$ cat src/rtl/matmult_pkg.sv
// Shared constants and types for the Strassen operand loader.
// Element slot indices follow the fixed serial word order a11..b22.
package matmult_pkg;

  localparam int DEFAULT_WIDTH = 32;
  localparam int HOLD_W        = 8;
  localparam int NUM_ELEMS     = 8;
  localparam int IDX_W         = 3;

  localparam int IDX_A11 = 0;
  localparam int IDX_A12 = 1;
  localparam int IDX_A21 = 2;
  localparam int IDX_A22 = 3;
  localparam int IDX_B11 = 4;
  localparam int IDX_B12 = 5;
  localparam int IDX_B21 = 6;
  localparam int IDX_B22 = 7;

  typedef enum logic {
    ST_FILLING = 1'b0,
    ST_FULL    = 1'b1
  } fill_state_t;

endpackage

$ cat src/rtl/matmult_loader_bank.sv
// Fill buffer: 8 x WIDTH register file, one indexed write port, all entries read in parallel.
// Written one cycle after the handshake; no backpressure of its own.
module loader_bank
  import matmult_pkg::*;
#(
  parameter int WIDTH = DEFAULT_WIDTH
) (
  input  logic                                clk,
  input  logic                                rst,
  input  logic                                wr_en_i,
  input  logic [IDX_W-1:0]                    wr_idx_i,
  input  logic [WIDTH-1:0]                    wr_data_i,
  output logic [NUM_ELEMS-1:0][WIDTH-1:0]     rd_all_o
);

  logic [NUM_ELEMS-1:0][WIDTH-1:0] slot_q;

  always_ff @(posedge clk or posedge rst) begin
    if (rst) begin
      slot_q <= '0;
    end else if (wr_en_i) begin
      slot_q[wr_idx_i] <= wr_data_i;
    end
  end

  assign rd_all_o = slot_q;

endmodule

$ cat src/rtl/matmult_loader.sv
// Serial-to-parallel operand loader for the 2x2 Strassen multiplier; 1 cycle from 8th accept to transfer.
// in_ready drops while a complete set waits for the hold window to reach its last cycle.
module matmult_loader
  import matmult_pkg::*;
#(
  parameter int WIDTH       = DEFAULT_WIDTH,
  parameter int HOLD_CYCLES = 4
) (
  input  logic             clk,
  input  logic             rst,
  input  logic [WIDTH-1:0] in_data,
  input  logic             in_valid,
  output logic             in_ready,
  output logic [WIDTH-1:0] a11,
  output logic [WIDTH-1:0] a12,
  output logic [WIDTH-1:0] a21,
  output logic [WIDTH-1:0] a22,
  output logic [WIDTH-1:0] b11,
  output logic [WIDTH-1:0] b12,
  output logic [WIDTH-1:0] b21,
  output logic [WIDTH-1:0] b22,
  output logic             op_valid,
  output logic             start,
  output logic             busy
);

  localparam logic [HOLD_W-1:0] HOLD_LOAD = HOLD_W'(HOLD_CYCLES);
  localparam logic [IDX_W-1:0]  LAST_IDX  = IDX_W'(NUM_ELEMS - 1);

  fill_state_t                     state_q, state_d;
  logic [IDX_W-1:0]                idx_q, idx_d;
  logic [HOLD_W-1:0]               hold_cnt_q, hold_cnt_d;
  logic                            start_q, start_d;
  logic [NUM_ELEMS-1:0][WIDTH-1:0] ops_q, ops_d;
  logic [NUM_ELEMS-1:0][WIDTH-1:0] bank_rd;
  logic                            accept;
  logic                            xfer;

  assign in_ready = (state_q == ST_FILLING);
  assign accept   = in_valid && in_ready;
  // A waiting set may move in on the last hold cycle so op_valid never drops between sets.
  assign xfer     = (state_q == ST_FULL) &&
                    ((hold_cnt_q == '0) || (hold_cnt_q == HOLD_W'(1)));

  loader_bank #(.WIDTH(WIDTH)) u_bank (
    .clk       (clk),
    .rst       (rst),
    .wr_en_i   (accept),
    .wr_idx_i  (idx_q),
    .wr_data_i (in_data),
    .rd_all_o  (bank_rd)
  );

  always_comb begin
    state_d    = state_q;
    idx_d      = idx_q;
    hold_cnt_d = hold_cnt_q;
    ops_d      = ops_q;
    start_d    = 1'b0;

    unique case (state_q)
      ST_FILLING: begin
        if (accept) begin
          idx_d = idx_q + 1'b1;
          if (idx_q == LAST_IDX) begin
            state_d = ST_FULL;
          end
        end
      end
      ST_FULL: begin
        if (xfer) begin
          state_d = ST_FILLING;
        end
      end
      default: state_d = ST_FILLING;
    endcase

    if (xfer) begin
      ops_d      = bank_rd;
      hold_cnt_d = HOLD_LOAD;
      start_d    = 1'b1;
    end else if (hold_cnt_q != '0) begin
      hold_cnt_d = hold_cnt_q - 1'b1;
    end
  end

  always_ff @(posedge clk or posedge rst) begin
    if (rst) begin
      state_q    <= ST_FILLING;
      idx_q      <= '0;
      hold_cnt_q <= '0;
      start_q    <= 1'b0;
      ops_q      <= '0;
    end else begin
      state_q    <= state_d;
      idx_q      <= idx_d;
      hold_cnt_q <= hold_cnt_d;
      start_q    <= start_d;
      ops_q      <= ops_d;
    end
  end

  assign op_valid = (hold_cnt_q != '0);
  assign start    = start_q;
  assign busy     = (idx_q != '0) || (state_q == ST_FULL) || op_valid;

  assign a11 = ops_q[IDX_A11];
  assign a12 = ops_q[IDX_A12];
  assign a21 = ops_q[IDX_A21];
  assign a22 = ops_q[IDX_A22];
  assign b11 = ops_q[IDX_B11];
  assign b12 = ops_q[IDX_B12];
  assign b21 = ops_q[IDX_B21];
  assign b22 = ops_q[IDX_B22];

endmodule

$ cat config.mk
export PLATFORM = sky130hd
export DESIGN_NAME = matmult_loader
export DESIGN_NICKNAME = d
export VERILOG_FILES = /design/src/rtl/matmult_pkg.sv /design/src/rtl/matmult_loader_bank.sv /design/src/rtl/matmult_loader.sv
export SDC_FILE = /design/constraint.sdc
export NUM_CORES = 1
export LEC_CHECK = 0
export CORE_UTILIZATION = 54
export DETAILED_ROUTE_END_ITERATION = 16
export MAX_ROUTING_LAYER = met4
export PLACE_DENSITY = 0.91
export SYNTH_ARGS = -nofsm -noshare
export SYNTH_HDL_FRONTEND = slang
export SYNTH_HIERARCHICAL = 1
export SYNTH_SLANG_ARGS = --single-unit
$ cat constraint.sdc
create_clock -name clk -period 12.9 [get_ports clk]
set_clock_uncertainty 0.05 [all_clocks]
set_input_delay 3.87 -clock clk [delete_from_list [all_inputs] [get_ports clk]]
set_output_delay 3.87 -clock clk [all_outputs]
set_load 0.01 [all_outputs]
==> summary.txt <==
Synth
  – Sequential fraction of the synthesis area: a little under two thirds
  – Post-Synth Adder-Cell Area: less than 1%
  – Xor-xnor portion of the synthesized cell area: 0.0422%
  – Mux cell area share after synthesis: 31.9%
  – Distinct cells, synth: 35
  – Post-Synth Simple-Gate Area: under 10%
  – Yosys Warn Count: 6
  – Post-Syn Nets: 1206
  – Post-synthesis cell count: 1165
  – Largest family of logic cells by synthesized area: multiplexers
  – Syn_area_per_cell: 17.8 um^2
  – FF+latch count, synth: 525
  – Compound-Gate Fraction of Synth Area: 0.398%
  – Synth Cell Area: about 0.021 mm^2

Global routing
  – M3 GR Usage: under 10%
  – GR peak layer: met2
  – First-pass GRT wire length: 73200 um
  – Grt ovf: 0
  – Antenna violations before repair: 1
  – GRT Total Usage: 25.5%
  – Vias in the first global route: 12200
  – Largest net degree at the start of global routing: 139
  – Met2 global-route usage: 40.6%
  – M1 GR Usage: 32.1%

Timing
  – Fin. Hold Viols: 0
  – Final setup violation count: 0
  – Final Cycle Share: between 50% and 60%
  – Max-slew headroom: 30.8%
  – RSZ-0062 raised after global routing: no
  – Worst Tran Pin Value: 1040 ps
  – Fmax: between 0.1 and 0.15 GHz
  – Total negative slack: 0 ps
  – Final Slew Violations: 0
  – Clock period minus final worst setup slack: 6810 ps

Min path
  – Hold Path Class: reg -> reg

CTS
  – Clock latency on the worst-skew pair: 570 ps
  – Sink Count: 525
  – TritonCTS clock tree: yes
  – Clock root buffer: clkbuf_16
  – Post-CTS Setup Bufs: 0
  – H-tree depth: 2
  – CTS Hold Buffers Added: 0
  – CTS Buf Count: 51
  – Cts repair resizes: 0
  – Clock transition at the registers of the reported paths: 60 ps
  – Max Root-Sink Buffers: 3

Critical path
  – Worst Setup Path Type: reg -> out
  – CP top delay family: simple AND/OR/NAND/NOR gates
  – Critical Path Max Stage Delay: 670 ps
  – Slowest cell on the critical path: or4b_2
  – Crit path arrival time: roughly 2900 ps
  – Worst setup EP type: output pin
  – Element type at the critical path start: flip-flop
  – Crit path required time: 8980 ps
  – Worst path bufs/invs: 2
  – Max FO, Critical Path: 5
  – Crit-path cells: inv_1 > ha_1 > or4b_2 > nor2_1 > nand3b_1 > clkdlybuf4s50_1

Placement
  – Post-DP HPWL: 29900 um
  – Port Buffers: 294
  – GP Congestion: 0.793

Floorplan
  – Core area: approximately 0.038 mm^2
  – IO Count: 295
  – Die height: roughly 200 um
  – DIE AREA: 0.0392 mm^2
  – Chip width: between 150 and 200 um
  – Rows: 71
  – Starting Density: a little over half

Route
  – DRT Wirelength: 46600 um
  – Avg Vias per Cell: approximately 5.4
  – DR WL/cell: 23.2 um
  – Detailed-route via count: ~11000
  – Post-route DRC violation count: 0
  – ANT nets after route: 0
  – Initial drt markers: 487
  – 1st-pass router iterations: 4

Outcome
  – Status: completed

Cells and area
  – Share of cells above drive strength 1: 39.6%
  – Util after Layout: 67.8%
  – Layout area overhead: 23.5%
  – Final net count: about 1500

Power and ir drop
  – Peak VDD IR: 0.000152 V
  – Leakage power: 12.3 nW
  – Pwr per Cell Area: 238 mW/mm^2

Job
  – Max-cap viol count: 0
-- report_power, final --
| group | switching (mW) | internal, mW |
|---|---|---|
| Clock | 0.600 | 0.858 |
| Combinational | 0.653 | 1.21 |
| Sequential | 0.437 | 2.34 |
-- layout make-up --
cell class / instances / area [um^2]
repair buffers: 312 / 3090
clock inverters: 8 / 118
diodes: 1 / 2.50
clock buffers: 77 / 1510
well taps: 511 / 639
flip-flops and latches: 525 / 13100
inverters: 8 / 45.0
fillers: 2419 / 12200
multi-input cells: 569 / 7070
-- registers in the layout (all words and copies together), names as in the netlist --
register / flops
hold_cnt_q: 8
state_q: 1
b22: 32
a11: 32
a21: 32
b21: 32
b11: 32
a22: 32
b12: 32
start: 1
u_bank/rd_all_o: 256
a12: 32
idx_q: 3
-- path summary, 6_finish.rpt --
kind                                                 startpoint  depth (start not counted)  slack, ps                                to
worst min-delay path            u_bank/rd_all_o[95]$_DFFE_PP0P_                          1        440   u_bank/rd_all_o[95]$_DFFE_PP0P_
worst min register to register  u_bank/rd_all_o[95]$_DFFE_PP0P_                          1        440   u_bank/rd_all_o[95]$_DFFE_PP0P_
worst max-delay path                  hold_cnt_q[0]$_DFFE_PP0P_                          6       6090                              busy
worst max register to register        hold_cnt_q[0]$_DFFE_PP0P_                          8       7790                b12[9]$_DFFE_PP0N_
min in group asynchronous                                   rst                          2       3910               a11[27]$_DFFE_PP0N_
max in group asynchronous                                   rst                          3       7210  u_bank/rd_all_o[221]$_DFFE_PP0P_
-- routing by layer --
layer | share of wire [%] | vias to the layer above
li1 | - | 4746
met1 | 42 | 5766
met2 | 50 | 303
met3 | 6.1 | 81
met4 | 2.5 | 0
met5 | 0 | -
-- cells in the mapped netlist, drive strengths merged --
cell	count	area share (%)
nor3	3	0.072
and3	1	0.030
o41ai	1	0.042
nor2	4	0.072
o22ai	1	0.030
or4	2	0.072
clkbuf	2	0.036
nand2	3	0.054
nor2b	1	0.030
and2	1	0.030
o21ai	5	0.12
dfrtp	525	63
o31ai	1	0.036
nand4b	4	0.17
buf	61	2.6
nor4bb	3	0.14
mux2	513	32
or3b	1	0.042
nor3b	1	0.036
o211ai	2	0.072
xnor2	1	0.042
nand4	1	0.030
nand3b	1	0.036
or2	1	0.030
nor4	3	0.091
nor4b	1	0.11
ha	6	0.36
mux2i	1	0.048
a21oi	4	0.097
or4b	1	0.048
nand2b	2	0.060
inv	8	0.14
-- stage by stage --
stage / std cells / setup WS [ps] / hold WS (ps) / cell area, um^2 / total power, mW
final: 2011 / 6090 / 438 / 25600 / 6.10
after CTS: 2010 / 6040 / 441 / 25600 / 6.15
after global routing: 2011 / 5950 / 458 / 25600 / 6.39
after global placement: 1925 / 5950 / 418 / 24000 / 4.52
after detailed placement: 1925 / 5870 / 428 / 24000 / 4.66
after floorplan: 1165 / 1570 / 408 / 20700 / 3.76
-- layout by cell type (no fill, tap or decap), drive strengths merged, types with 2 or more instances in the layout --
| master | instances |
|---|---|
| a21oi | 4 |
| clkdlybuf4s50 | 294 |
| nand2 | 3 |
| clkbuf | 77 |
| mux2 | 513 |
| o211ai | 2 |
| nor2 | 4 |
| buf | 18 |
| dfrtp | 525 |
| inv | 8 |
| o21ai | 5 |
| nand4b | 4 |
| bufinv | 3 |
| nor3 | 3 |
| ha | 6 |
| or4 | 2 |
| nand2b | 2 |
| clkinv | 4 |
| nor4bb | 3 |
| nor4 | 3 |
-- kinds of logic after synthesis --
| logic type | after synthesis |
|---|---|
| compound gates | 14 |
| xor+xnor | 1 |
| mux | 514 |
| simple gates | 34 |
| fa+ha+maj | 6 |
| buf+inv | 71 |
| flops | 525 |
(Power assumes the default switching activity.)
